<file path="src/rtl/maze_loader_pkg.sv">
// Shared constants for the maze loader, its address generator and the map memory
// instantiation sites.
package maze_loader_pkg;

   typedef enum logic [1:0] {
      S_IDLE = 2'd0,
      S_LOAD = 2'd1,
      S_DONE = 2'd2
   } state_e;

   localparam int unsigned MAZE_WIDTH  = 16;
   localparam int unsigned MAZE_HEIGHT = 16;
   localparam int unsigned MAZE_ADDR_W = 4;
   localparam int unsigned MAZE_ADDR_H = 4;

endpackage

</file>
<file path="src/rtl/maze_loader_if.sv">
// Cell stream, map-memory write port and status bundle of the maze loader.
interface maze_loader_if
   import maze_loader_pkg::*;
#(
   parameter int unsigned ADDR_W = MAZE_ADDR_W,
   parameter int unsigned ADDR_H = MAZE_ADDR_H,
   parameter int unsigned CNT_W  = ADDR_W + ADDR_H + 1
);

   logic              start;
   logic              abort;
   logic              in_valid;
   logic              in_data;
   logic              in_ready;
   logic              mem_wr;
   logic [ADDR_W-1:0] mem_addr_x;
   logic [ADDR_H-1:0] mem_addr_y;
   logic              mem_data;
   logic              busy;
   logic              done;
   logic [CNT_W-1:0]  ones_count;

   modport master (
      output start, abort, in_valid, in_data,
      input  in_ready, mem_wr, mem_addr_x, mem_addr_y, mem_data, busy, done, ones_count
   );

   modport slave (
      input  start, abort, in_valid, in_data,
      output in_ready, mem_wr, mem_addr_x, mem_addr_y, mem_data, busy, done, ones_count
   );

endinterface

</file>
<file path="src/rtl/maze_addr_gen.sv">
// Row-major 2-D cell address counter (x fastest) with clear, advance and a
// last-cell flag; wraps x at WIDTH rather than at the address width.
module maze_addr_gen
   import maze_loader_pkg::*;
#(
   parameter int unsigned WIDTH  = MAZE_WIDTH,
   parameter int unsigned HEIGHT = MAZE_HEIGHT,
   parameter int unsigned ADDR_W = MAZE_ADDR_W,
   parameter int unsigned ADDR_H = MAZE_ADDR_H
) (
   input  logic              clk,
   input  logic              rst,
   input  logic              i_clr,
   input  logic              i_adv,
   output logic [ADDR_W-1:0] o_x,
   output logic [ADDR_H-1:0] o_y,
   output logic              o_last
);

   localparam logic [ADDR_W-1:0] X_LAST = ADDR_W'(WIDTH - 1);
   localparam logic [ADDR_H-1:0] Y_LAST = ADDR_H'(HEIGHT - 1);

   logic [ADDR_W-1:0] r_x;
   logic [ADDR_H-1:0] r_y;
   logic              w_x_end;
   logic              w_last;

   assign w_x_end = (r_x == X_LAST);
   assign w_last  = w_x_end && (r_y == Y_LAST);

   // Advancing from the last cell holds there; y never runs past HEIGHT-1.
   always_ff @(posedge clk or posedge rst) begin
      if (rst) begin
         r_x <= '0;
         r_y <= '0;
      end else if (i_clr) begin
         r_x <= '0;
         r_y <= '0;
      end else if (i_adv && !w_last) begin
         if (w_x_end) begin
            r_x <= '0;
            r_y <= r_y + 1'b1;
         end else begin
            r_x <= r_x + 1'b1;
         end
      end
   end

   assign o_x    = r_x;
   assign o_y    = r_y;
   assign o_last = w_last;

endmodule

</file>
<file path="src/rtl/maze_loader.sv">
// Streams a row-major maze bitmap into the 1-bit map memory, one cell per
// handshake, and counts the blocked cells written.
module maze_loader
   import maze_loader_pkg::*;
#(
   parameter int unsigned WIDTH  = MAZE_WIDTH,
   parameter int unsigned HEIGHT = MAZE_HEIGHT,
   parameter int unsigned ADDR_W = MAZE_ADDR_W,
   parameter int unsigned ADDR_H = MAZE_ADDR_H,
   parameter int unsigned CNT_W  = ADDR_W + ADDR_H + 1
) (
   input  logic          clk,
   input  logic          rst,
   maze_loader_if.slave  io_bus
);

   state_e            r_state;
   state_e            w_state_d;
   logic [CNT_W-1:0]  r_ones;
   logic              w_ready;
   logic              w_xfer;
   logic              w_clr;
   logic              w_last;
   logic [ADDR_W-1:0] w_x;
   logic [ADDR_H-1:0] w_y;

   assign w_ready = (r_state == S_LOAD) && !io_bus.abort;
   assign w_xfer  = w_ready && io_bus.in_valid;
   assign w_clr   = (r_state == S_IDLE) && io_bus.start;

   maze_addr_gen #(
      .WIDTH  (WIDTH),
      .HEIGHT (HEIGHT),
      .ADDR_W (ADDR_W),
      .ADDR_H (ADDR_H)
   ) u_addr_gen (
      .clk    (clk),
      .rst    (rst),
      .i_clr  (w_clr),
      .i_adv  (w_xfer),
      .o_x    (w_x),
      .o_y    (w_y),
      .o_last (w_last)
   );

   always_ff @(posedge clk or posedge rst) begin
      if (rst) begin
         r_state <= S_IDLE;
      end else begin
         r_state <= w_state_d;
      end
   end

   always_comb begin
      w_state_d = r_state;
      unique case (r_state)
         S_IDLE: begin
            if (io_bus.start) w_state_d = S_LOAD;
         end
         S_LOAD: begin
            if (io_bus.abort) begin
               w_state_d = S_IDLE;
            end else if (w_xfer && w_last) begin
               w_state_d = S_DONE;
            end
         end
         S_DONE:  w_state_d = S_IDLE;
         default: w_state_d = S_IDLE;
      endcase
   end

   always_ff @(posedge clk or posedge rst) begin
      if (rst) begin
         r_ones <= '0;
      end else if (w_clr) begin
         r_ones <= '0;
      end else if (w_xfer && io_bus.in_data) begin
         r_ones <= r_ones + 1'b1;
      end
   end

   // Write data is gated so the port reads 0 whenever nothing is being written.
   assign io_bus.in_ready   = w_ready;
   assign io_bus.mem_wr     = w_xfer;
   assign io_bus.mem_addr_x = w_x;
   assign io_bus.mem_addr_y = w_y;
   assign io_bus.mem_data   = w_xfer && io_bus.in_data;
   assign io_bus.busy       = (r_state == S_LOAD);
   assign io_bus.done       = (r_state == S_DONE);
   assign io_bus.ones_count = r_ones;

endmodule
</file>
<file path="src/flat_wrapper.sv">
// flat-port wrapper written by rule: the top's interface ports become plain ports
module maze_loader_flat import maze_loader_pkg::*;
#(
   parameter int unsigned WIDTH  = MAZE_WIDTH,
   parameter int unsigned HEIGHT = MAZE_HEIGHT,
   parameter int unsigned ADDR_W = MAZE_ADDR_W,
   parameter int unsigned ADDR_H = MAZE_ADDR_H,
   parameter int unsigned CNT_W  = ADDR_W + ADDR_H + 1
)
  (clk, rst, io_bus_start, io_bus_abort, io_bus_in_valid, io_bus_in_data, io_bus_in_ready, io_bus_mem_wr, io_bus_mem_addr_x, io_bus_mem_addr_y, io_bus_mem_data, io_bus_busy, io_bus_done, io_bus_ones_count);
  maze_loader_if #(.ADDR_W(ADDR_W), .ADDR_H(ADDR_H), .CNT_W(CNT_W)) io_bus_i ();
  input  logic clk;
  input  logic rst;
  input wire logic [$bits(io_bus_i.start)-1:0] io_bus_start;
  input wire logic [$bits(io_bus_i.abort)-1:0] io_bus_abort;
  input wire logic [$bits(io_bus_i.in_valid)-1:0] io_bus_in_valid;
  input wire logic [$bits(io_bus_i.in_data)-1:0] io_bus_in_data;
  output wire logic [$bits(io_bus_i.in_ready)-1:0] io_bus_in_ready;
  output wire logic [$bits(io_bus_i.mem_wr)-1:0] io_bus_mem_wr;
  output wire logic [$bits(io_bus_i.mem_addr_x)-1:0] io_bus_mem_addr_x;
  output wire logic [$bits(io_bus_i.mem_addr_y)-1:0] io_bus_mem_addr_y;
  output wire logic [$bits(io_bus_i.mem_data)-1:0] io_bus_mem_data;
  output wire logic [$bits(io_bus_i.busy)-1:0] io_bus_busy;
  output wire logic [$bits(io_bus_i.done)-1:0] io_bus_done;
  output wire logic [$bits(io_bus_i.ones_count)-1:0] io_bus_ones_count;
  assign io_bus_i.start = io_bus_start;
  assign io_bus_i.abort = io_bus_abort;
  assign io_bus_i.in_valid = io_bus_in_valid;
  assign io_bus_i.in_data = io_bus_in_data;
  assign io_bus_in_ready = io_bus_i.in_ready;
  assign io_bus_mem_wr = io_bus_i.mem_wr;
  assign io_bus_mem_addr_x = io_bus_i.mem_addr_x;
  assign io_bus_mem_addr_y = io_bus_i.mem_addr_y;
  assign io_bus_mem_data = io_bus_i.mem_data;
  assign io_bus_busy = io_bus_i.busy;
  assign io_bus_done = io_bus_i.done;
  assign io_bus_ones_count = io_bus_i.ones_count;
  maze_loader #(.WIDTH(WIDTH), .HEIGHT(HEIGHT), .ADDR_W(ADDR_W), .ADDR_H(ADDR_H), .CNT_W(CNT_W)) u_core (.clk(clk), .rst(rst), .io_bus(io_bus_i));
endmodule
</file>
<file path="config.mk">
export PLATFORM = sky130hd
export DESIGN_NAME = maze_loader_flat
export DESIGN_NICKNAME = d
export VERILOG_FILES = /design/src/rtl/maze_loader_pkg.sv /design/src/rtl/maze_loader_if.sv /design/src/rtl/maze_addr_gen.sv /design/src/rtl/maze_loader.sv /design/src/flat_wrapper.sv
export SDC_FILE = /design/constraint.sdc
export NUM_CORES = 1
export LEC_CHECK = 0
export ABC_AREA = 1
export ABC_CLOCK_PERIOD_IN_PS = 2670
export CORE_AREA = 2 2 61 63
export DETAILED_ROUTE_END_ITERATION = 10
export DIE_AREA = 0 0 63 65
export SLEW_MARGIN = 20
export SYNTH_ARGS = -nofsm -noshare
export SYNTH_HDL_FRONTEND = slang
export SYNTH_SLANG_ARGS = --single-unit
</file>
<file path="constraint.sdc">
create_clock -name clk -period 2.67 [get_ports clk]
set_clock_uncertainty 0.1 [all_clocks]
set_input_delay 0.534 -clock clk [delete_from_list [all_inputs] [get_ports clk]]
set_output_delay 0.534 -clock clk [all_outputs]
set_load 0.005 [all_outputs]
</file>
# Word level (Yosys, flattened, before mapping)
# Cells that the tools add are included.
totals:
  regBits: 19
  input_bits: 6
  output_inout_bits: 22
classes:
  addsub: 3
  n_eq_ne: 6
  muxes: 12
  reduce_logical: 15
ops:
  columns: ["cell", "n"]
  rows:
  - ["4-bit two-way mux", 6]
  - ["9-bit two-way mux", 2]
  - ["9-bit by 1-bit adder with 9-bit output, second input constant", 1]
  - ["4-bit by 1-bit adder with 4-bit output, second input constant", 2]
  - ["4-bit == test, second input constant", 2]
  - ["1-bit logical AND", 7]
  - ["2-bit two-way mux", 3]
  - ["2-bit nonzero test", 3]
  - ["2-bit case mux with 2 select lines", 1]
  - ["2-bit AND reduction", 2]
  - ["3-bit by 2-bit inequality test with 1-bit output, second input constant", 1]
  - ["2-bit by 1-bit == test with 1-bit output, second input constant", 1]
  - ["2-bit == test, second input constant", 1]
  - ["1-bit logical NOT", 2]
  - ["2-bit logical NOT", 1]
  - ["2-bit inequality test, second input constant", 1]

# Depth between registers and ports, before layout
# Gate-level depths: netlist of run 1.
depth:
  depth_word: 7
  depth_mapped: 9

# By module
# A second synthesis of run 1 with hierarchy kept.
hier_totals:
  cells_unflattened: 159
  area_unflattened_um2: 1174.9
by_module_without_submodules:
  columns: ["mod", "instances", "cells_per_inst", "area_each_um2"]
  rows:
  - ["maze_loader", 1, 90, 660.6]
  - ["maze_addr_gen", 1, 69, 514.2]

# Worst setup path before layout of run 1
# Ideal clock, no wire load.
synth_path:
  path_kind: "input -> output"
  start: "in io_bus_abort"
  end: "out io_bus_mem_data"
  arrival_ns: 0.988
  t_required_ns: 2.036
  slack_ns: 1.048
  path_stages: 4
  cell_sequence: "inv_1 -> nand3_4 -> nor2_8 -> buf_8"
synth_between:
  elab_chain_cells: 4
synth_rtl:
  columns: ["item", "line_no", "source"]
  rows:
  - ["from (decl)", "flat_wrapper.sv:15", "input wire logic [$bits(io_bus_i.abort)-1:0] io_bus_abort;"]
  - ["1-bit logical NOT", "maze_loader.sv:27", "assign w_ready = (r_state == S_LOAD) && !io_bus.abort;"]
  - ["1-bit logical AND", "maze_loader.sv:27", null]
  - ["1-bit logical AND", "maze_loader.sv:28", "assign w_xfer = w_ready && io_bus.in_valid;"]
  - ["1-bit logical AND", "maze_loader.sv:87", "assign io_bus.mem_data = w_xfer && io_bus.in_data;"]
  - ["to (decl)", "flat_wrapper.sv:22", "output wire logic [$bits(io_bus_i.mem_data)-1:0] io_bus_mem_data;"]
# No other way between the ends.

# Final worst setup path of run 1
layout_path:
  start: "in io_bus_abort"
  end: "out io_bus_mem_wr"
layout_between:
  elab_chain_cells: 3
layout_rtl:
  columns: ["item", "line_no", "source"]
  rows:
  - ["1-bit logical NOT", "maze_loader.sv:27", null]
  - ["1-bit logical AND", "maze_loader.sv:27", null]
  - ["1-bit logical AND", "maze_loader.sv:28", null]
  - ["to (decl)", "flat_wrapper.sv:19", "output wire logic [$bits(io_bus_i.mem_wr)-1:0] io_bus_mem_wr;"]
# No other way between the ends.

==> results.md, run 1 <==
- Count of cell types in the netlist: 21
- Gr busiest metal: met2
- Leading area contributor after synthesis: dfrtp_1
- RePlAce Congestion: 0.806
- Multiplexer area fraction after synthesis: 0
- Core Rows: 22
- Min cycle time layout: 2.43 ns
- First-pass GRT wire length: 4.31 mm
- Mapped Nets: 159
- Cts bufs inserted: 3
- Initial antenna violation count: 0
- Hold Crit Class: reg2reg
- Max FO, Critical Path: 3
- DIE AREA: 0.00410 mm2
- Max-cap violations: 0
- Num Clock Sinks: 19
- Achievable Freq: 411 MHz
- Yosys Warn Count: 0
- Final nets: 191
- Crit path DAT: 1.80 ns
- Status: finished, final reports clean
- Synth Area in Adders: 0.0328
- Compound-Gate Fraction of Synth Area: 0.0514
- CTS tree: built
- Tot Pwr: 592 uW
- M2 GR Usage: 0.225
- Cell Area, Synth: 0.00114 mm2
- Syn avg cell area: 7.63 um2
- Pre-CTS setup slack: 0.229 ns
- IO Port Bufs: 27
- Clk root buf: clkbuf_4
- Worst slew pin tran: 0.735 ns
- # diodes: 0
- Endpoints failing setup: 0
- Relative slew margins: 0.509
- Worst hold margin: 0.445 ns
- # resized after CTS: 0
- Number of H-tree levels: 1
- Slew Viols, Final: 0
- Post-Route WL: 2.47 mm
- Setup crit start kind: input pin
- DRC: 0
- Starting DRT DRC Count: 26
- Met1 global-route usage: 0.166
- Skew-Pair Late Insertion Delay: 0.28 ns
- Hold_buf cts: 0
- Crit-path cells: clkdlybuf4s50_1 -> inv_1 -> nand3_1 -> nor2_2 -> clkdlybuf4s50_1
- Slowest cell delay on critical path: 0.51 ns
- Die Ht: 65 um
- CTS max path bufs: 2
- Grt total ovfl: 0
- Utilization after layout: 0.428
- Post-detail-place hpwl: 1.92 mm
- CP required: 2.04 ns
- Post-Synth XOR/XNOR Area: 0.00765
- Worst setup path category: in2out
- Initial core utilization: 0.327
- Area Overhead vs Synth: 30.7%
- Reg clk slew, reported paths: 0.10 ns
- Cell count after synthesis: 150
- Vias per cell: 4.55
- Maximum VDD drop: 0.000178 V
- Top post-synthesis cells by area: dfrtp_1 42%, nand2_1 16%, nand3_1 8.3%
- Most used cell, CP: clkdlybuf4s50_1
- RSZ-0062 raised after global routing: false
- Gr usage total: 0.130
- Final worst slack: 0.238 ns
- Initial DRT Pass Iterations: 4
- Grt met3 use: 0.0191
- Core Footprint: 0.00350 mm2
- Final hold violation count: 0
- DRT antenna net count: 0
- Routed via count: 1041
- Crit. End Element: output pin
- Vias in the first global route: 981
- Final Cycle Share: 0.911
- Share of the synthesized area in the top cell type: 0.415
- Layout cells sized above 1: 0.133
- Register area share after synthesis: 0.415
- P per Cell Area: 396 mW/mm2
- Worst path bufs/invs: 3
- Post-Synth Simple-Gate Area: 0.416
- Post-CTS setup buffers: 0
- Routed WL per cell: 10.8 um
- Largest net degree at the start of global routing: 20
- Largest family of logic cells by synthesized area: simple AND/OR/NAND/NOR gates
- Lkg Pwr: 0.000754 uW
- Setup TNS: 0 ns
- # IOs: 28
- Register bit count reported by yosys: 19
- CP max-delay cell: clkdlybuf4s50_1
- Die Wd: 63 um
- CP top delay family: buffers and inverters
## state kept, by name, summed over array words and instances (netlist names)
signal                    cells
u_core.r_state                2
u_core.u_addr_gen.o_y         4
u_core.u_addr_gen.o_x         4
u_core.io_bus.ones_count      9
## final timing paths
check,end,from,depth (start not counted),slack (ns)
worst max-delay path,io_bus_mem_wr,io_bus_abort,5,0.24
worst min-delay path,u_core.u_addr_gen.o_y[1],u_core.u_addr_gen.o_y[1],2,0.44
worst max register to register,u_core.u_addr_gen.o_y[2],u_core.u_addr_gen.o_x[0],9,1.04
worst min register to register,u_core.u_addr_gen.o_y[1],u_core.u_addr_gen.o_y[1],2,0.44
max in group asynchronous,u_core.io_bus.ones_count[1],rst,2,1.45
min in group asynchronous,u_core.u_addr_gen.o_x[2],rst,2,0.56
## cells in the mapped netlist
master / number
a21oi_2: 5
buf_2: 1
buf_8: 1
dfrtp_1: 19
ha_1: 3
inv_1: 17
inv_2: 1
nand2_1: 48
nand2_2: 2
nand3_1: 19
nand3_2: 2
nand3_4: 1
nand3b_1: 1
nand4_1: 3
nor2_1: 15
nor2_2: 6
nor2_4: 1
nor2_8: 1
o21ai_0: 2
o21ai_1: 1
xor2_1: 1
## cell usage in the layout (no fill, tap or decap), drive strengths merged, types with 2 or more instances in the layout
cell type      count
a21oi              5
nand4              3
nand2             50
nand3             22
clkdlybuf4s50     27
o21ai              3
nor2              23
dfrtp             19
inv               18
buf                2
clkbuf             4
ha                 3
## logic make-up (layout without fill, tap and decap cells)
family / after synthesis / after routing
flops: 19 / 19
compound gates: 8 / 8
xor+xnor: 1 / 1
simple gates: 99 / 99
fa+ha+maj: 3 / 3
buf+inv: 20 / 51
## layer usage
layer	part of all wire	vias to the layer above
met5	0	-
li1	-	540
met2	0.48	20
met1	0.48	479
met3	0.029	2
met4	0.0057	0
## worst reg2reg max path: stages, from the launching register on
cell and delay (ns):
dfrtp_1 0.43, ha_1 0.24, nand3_1 0.17, inv_1 0.08, nand2_1 0.10, nand2_1 0.08, nand2_2 0.13, nand2_2 0.10
nand2_1 0.07, nand2_1 0.04
## layout make-up
| type | count | area (um2) |
|---|---|---|
| clock buffers | 4 | 26.3 |
| inverters | 18 | 67.6 |
| flip-flops and latches | 19 | 475 |
| repair buffers | 29 | 285 |
| fillers | 376 | 2000 |
| multi-input cells | 111 | 582 |
| well taps | 48 | 60.1 |
## stage by stage
stage	instances	instance area, um2
detailed placement	225	1470
finish	229	1500
floorplan	150	1140
CTS	229	1500
global placement	225	1470
global route	229	1500
## power by group
part	total, uW	switching, uW	leakage (uW)	internal [uW]
Clock	140	81.6	0.0000150	58.0
Sequential	320	17.2	0.000261	303
Combinational	133	70.7	0.000478	62.0
Total	592	170	0.000754	422
Note: power is estimated with default switching activity, not from simulation.
==> inputs of run 2 (changes only) <==
--- a/config.mk
+++ b/config.mk
@@ -8,6 +8,7 @@
 export ABC_AREA = 1
 export ABC_CLOCK_PERIOD_IN_PS = 2670
 export CORE_AREA = 2 2 61 63
+export CTS_CLUSTER_SIZE = 12
 export DETAILED_ROUTE_END_ITERATION = 10
 export DIE_AREA = 0 0 63 65
 export SLEW_MARGIN = 20
==> results of run 2 <==
No change in the layout: final DEF, timing and power equal those of run 1.
==> patch 1, RTL diff (settings of run 2) <==
The package constant `MAZE_ADDR_W` goes from 4 to 3.
--- a/src/rtl/maze_loader_pkg.sv
+++ b/src/rtl/maze_loader_pkg.sv
@@ -10,7 +10,7 @@
 
    localparam int unsigned MAZE_WIDTH  = 16;
    localparam int unsigned MAZE_HEIGHT = 16;
-   localparam int unsigned MAZE_ADDR_W = 4;
+   localparam int unsigned MAZE_ADDR_W = 3;
    localparam int unsigned MAZE_ADDR_H = 4;
 
 endpackage
Interface: changed (resized io_bus_mem_addr_x and io_bus_ones_count); port bits go from 28 to 26. No check against the original RTL was run, so the function may have changed too.
==> patch 1 against run 2 <==
Power increased by 1.6%; setup slack got worse by 47 ps; final area decreased by 11%; first-iteration DRC count increased by 62%; sequential cell count decreased by 2; register-to-register slack got worse by 160 ps; combinational power increased by 13%; synthesized area decreased by 12%; wire length decreased by 14%; clock power increased by 4%.
==> patch 1: results (changes against run 2) <==
metric,value,unit,change
gp_congestion,0.7866,,was 0.8059
fin_nets,175,,was 191
dp_hpwl,1640,um,was 1924 um
slew_headroom,0.5671,,was 0.5095
use_met2,0.1848,,was 0.2247
largest_reg_flops,8,,was 9
ys_types,22,,was 21
syn-num-nets,146,,was 159
critPathArrivalTime,1850,ps,was 1800 ps
wire_per_inst,10.04,um,was 10.77 um
grt_start_max_net_pins,18,,was 20
place_ws,178.5,ps,was 229.2 ps
portBuffers,25,,was 27
crit_fanout,4,,was 3
grt_pass1_vias,860,,was 981
grt_util_met1,0.1500,,was 0.1665
route.met2.wl,1010,um,was 1189 um
switching_power,187.2,uW,was 169.6 uW
cts_setup_buffers,0,,unchanged
syn_inst,136,,was 150
irDropWorstVdd,0.2142,mV,was 0.1777 mV
grt_pass1_wl,3726,um,was 4305 um
p_per_area,450.9,nW/um2,was 395.6 nW/um2
grt_usage,0.1146,,was 0.1299
dpl-instance-area,1308,um2,was 1470 um2
power_frac_seq,0.509,,was 0.540
p_clk_frac,0.242,,was 0.236
regToRegSetupSlack,880,ps,was 1040 ps
status,finished clean,,unchanged
met3_usage,0.03125,,was 0.01910
post_route_cells_drive_above_1_share,0.08537,,was 0.1326
drt_iter0_drc,42,,was 26
wl_met3,107,um,was 72 um
yosys_warnings,0,,unchanged
num_vias,927,,was 1041
placed_cells,208,,was 225
leakage,0.7211,nW,was 0.7542 nW
antennaDiodeCount,0,,unchanged
fmax,0.4033,GHz,was 0.4112 GHz
synth_area_leaders,"dfrtp_1 42%, nand2_1 19%, nand3_1 6.0%, inv_1 6.0%, ha_1 5.0%",,"was dfrtp_1 42%, nand2_1 16%, nand3_1 8.3%, inv_1 5.6%, nor2_1 4.9%"
hold_ws,421.9,ps,was 444.9 ps
nFillCells,378,,was 376
fin_cells,212,,was 229
wl_met1,978,um,was 1189 um
yosysSeqAreaShare,0.4218,,was 0.4153
clk_latency,300,ps,was 280 ps
ys_top_cells_by_count,"50 x nand2_1, 17 x dfrtp_1, 16 x inv_1, 12 x nand3_1, 11 x nor2_1",,"was 48 x nand2_1, 19 x dfrtp_1, 19 x nand3_1, 17 x inv_1, 15 x nor2_1"
-- patch 1: cell types whose count changed after synthesis, moves of 2 or more --
cell	run 2	this run
a21oi_2	5	0
nand2_1	48	50
nand3_2	2	0
nand4_1	3	5
nor2_2	6	2
nand3_1	19	12
nor2_1	15	11
dfrtp_1	19	17
-- patch 1: path summary, 6_finish.rpt --
| check | startpoint | cells after the start | endpoint |
|---|---|---|---|
| min in group asynchronous | rst | 2 | u_core.io_bus.ones_count[3]$_DFFE_PP0P_ |
| setup / recovery | io_bus_abort | 5 | io_bus_mem_data |
| max in group asynchronous | rst | 2 | u_core.r_state[0]$_DFFE_PP0P_ |
| hold / removal | u_core.u_addr_gen.o_x[2]$_DFFE_PP0P_ | 2 | u_core.u_addr_gen.o_x[2]$_DFFE_PP0P_ |
| hold reg to reg | u_core.u_addr_gen.o_x[2]$_DFFE_PP0P_ | 2 | u_core.u_addr_gen.o_x[2]$_DFFE_PP0P_ |
| setup reg to reg | u_core.u_addr_gen.o_x[0]$_DFFE_PP0P_ | 10 | u_core.u_addr_gen.o_y[0]$_DFFE_PP0P_ |
-- patch 1: kinds of logic (layout without fill, tap and decap cells) --
logic type,Yosys count,in the layout,synth area share
AND/OR/NAND/NOR,89,89,0.4007
buffers and inverters,20,48,0.08562
flip-flops,17,17,0.4218
adder cells (fa/ha/maj),4,4,0.04963
AO/OA/AOI/OAI,4,4,0.02481
XOR/XNOR,2,2,0.01737
-- patch 1: cell type report --
cell class | instances | area (um2) | area share
Multi-Input combinational cell | 99 | 496.7 | 0.3724
Sequential cell | 17 | 425.4 | 0.3189
Inverter | 18 | 67.56 | 0.05066
Tap cell | 48 | 60.06 | 0.04503
Clock buffer | 4 | 26.28 | 0.01970
Timing Repair Buffer | 26 | 257.7 | 0.1932
==> patch 2, RTL diff (flow settings as in run 2) <==
Made on the original files. Reset style: synchronous (`rst`), changed in 3 clocked blocks.
--- a/src/rtl/maze_addr_gen.sv
+++ b/src/rtl/maze_addr_gen.sv
@@ -29,7 +29,7 @@
    assign w_last  = w_x_end && (r_y == Y_LAST);
 
    // Advancing from the last cell holds there; y never runs past HEIGHT-1.
-   always_ff @(posedge clk or posedge rst) begin
+   always_ff @(posedge clk) begin
       if (rst) begin
          r_x <= '0;
          r_y <= '0;
--- a/src/rtl/maze_loader.sv
+++ b/src/rtl/maze_loader.sv
@@ -43,7 +43,7 @@
       .o_last (w_last)
    );
 
-   always_ff @(posedge clk or posedge rst) begin
+   always_ff @(posedge clk) begin
       if (rst) begin
          r_state <= S_IDLE;
       end else begin
@@ -69,7 +69,7 @@
       endcase
    end
 
-   always_ff @(posedge clk or posedge rst) begin
+   always_ff @(posedge clk) begin
       if (rst) begin
          r_ones <= '0;
       end else if (w_clr) begin
Function: differs if rst is asserted again (counterexample within 4 cycles, from zero or initial values and one cycle with rst high); with rst held inactive, the same outputs for 10 cycles.
==> patch 2 against run 2 <==
Wire length decreased by 0.49%; final area decreased by 6.4%; critical endpoint is now io_bus_mem_data; fmax decreased by 4.0%; via count increased by 1.4%; setup slack got worse by 100 ps; cell count increased by 3.1%; sequential cell count unchanged; worst hold slack got worse by 33 ps; critical path depth decreased by 1; critical path type unchanged; utilization decreased by 2.7 points; synthesized area decreased by 9.2%.
Power is not compared: it rests on default switching activity, and its combinational part moved more than twofold at a synthesized area within 25%.
==> patch 2: results (changes against run 2) <==
metric,value,unit,change
sw_frac_of_total,0.2474,,
largest_reg_flops,9,,unchanged
ys_dominant_reg_cell,dfxtp_1,,was dfrtp_1
cp-startpoint,io_bus_in_valid,,was io_bus_abort
synth_area_leaders,"dfxtp_1 37%, nand2_1 14%, nor2_1 9.7%, nand3_1 7.7%, inv_1 7.2%",,"was dfrtp_1 42%, nand2_1 16%, nand3_1 8.3%, inv_1 5.6%, nor2_1 4.9%"
min_from,u_core.io_bus.ones_count[8]$_SDFFE_PP0P_,,was u_core.u_addr_gen.o_y[1]$_DFFE_PP0P_
grt_pass1_vias,995,,was 981
viasPerCell,4.475,,was 4.546
cts-htree-levels,1,,unchanged
dpl-instance-area,1374,um2,was 1470 um2
gp_congestion,0.7687,,was 0.8059
grt_usage,0.1305,,was 0.1299
regToRegSetupSlack,1090,ps,was 1040 ps
status,finished clean,,unchanged
portBuffers,27,,unchanged
syn_inst,156,,was 150
grt_util_met1,0.1716,,was 0.1665
cp-endpoint,io_bus_mem_data,,was io_bus_mem_wr
clock-root-buffer,clkbuf_4,,unchanged
drt_iter0_drc,52,,was 26
dp_hpwl,1860,um,was 1924 um
route.met2.wl,1131,um,was 1189 um
fin_nets,198,,was 191
syn-num-nets,165,,was 159
drt-total-wl,2454,um,was 2466 um
placed_cells,232,,was 225
post_route_cells_drive_above_1_share,0.07979,,was 0.1326
ys_top_cells_by_count,"38 x nand2_1, 27 x nor2_1, 20 x inv_1, 19 x dfxtp_1, 16 x nand3_1",,"was 48 x nand2_1, 19 x dfrtp_1, 19 x nand3_1, 17 x inv_1, 15 x nor2_1"
period_share,0.9491,,was 0.9109
leakage,0.5210,nW,
fin_cells,236,,was 229
rr_worst_depth,6,,was 9
wl_met3,62,um,was 72 um
ys_types,17,,was 21
rr_startpoint,u_core.u_addr_gen.o_x[0]$_SDFFE_PP0P_,,was u_core.u_addr_gen.o_x[0]$_DFFE_PP0P_
critical_path.max_stage_delay,530,ps,was 510 ps
grt_pass1_wl,4367,um,was 4305 um
clk_latency,290,ps,
wl_met1,1238,um,was 1189 um
irDropWorstVdd,0.1266,mV,
hold_ws,412.3,ps,was 444.9 ps
use_met2,0.2274,,was 0.2247
grt_start_max_net_pins,12,,was 20
yosysSeqAreaShare,0.3658,,was 0.4153
ys_async_sr_fraction,0,,was 1.000
reg2reg_to,u_core.r_state[0]$_SDFFE_PP0P_,,was u_core.u_addr_gen.o_y[2]$_DFFE_PP0P_
place_ws,118.1,ps,was 229.2 ps
slew_headroom,0.8284,,was 0.5095
holdPathEnd,u_core.io_bus.ones_count[8]$_SDFFE_PP0P_,,was u_core.u_addr_gen.o_y[1]$_DFFE_PP0P_
==> patch 2: worst reg2reg max path: stages (launching register included) <==
cell	delay, ps
dfxtp_1	400
ha_1	240
nand2_1	100
nor2_4	170
nand2_1	130
o21ai_0	240
a21oi_1	90
==> patch 2: power by group through the flow <==
stage	clock (mW)	combinational, mW	sequential [mW]
2_1_floorplan	0	0.0252	0.295
3_3_place_gp	0	0.0488	0.296
3_5_place_dp	0	0.0493	0.296
4_1_cts	0.156	0.0495	0.289
5_1_grt	0.169	0.0557	0.290
6_report	0.147	0.0488	0.289
==> patch 2: cells by family after synthesis <==
logic type	synth area share
compound gates	0.09988
buf+inv	0.09025
fa+ha+maj	0.03610
flops	0.3658
simple gates	0.4080
==> patch 2: area by class of cell <==
cell class / instances / area (um2)
sequential: 19 / 380.4
inverter: 20 / 75.07
multi-input combinational: 115 / 565.5
clock buffer: 3 / 22.52
fill: 390 / 2095
tap: 48 / 60.06
clock inverter: 1 / 5.005
timing repair buffer: 30 / 292.8
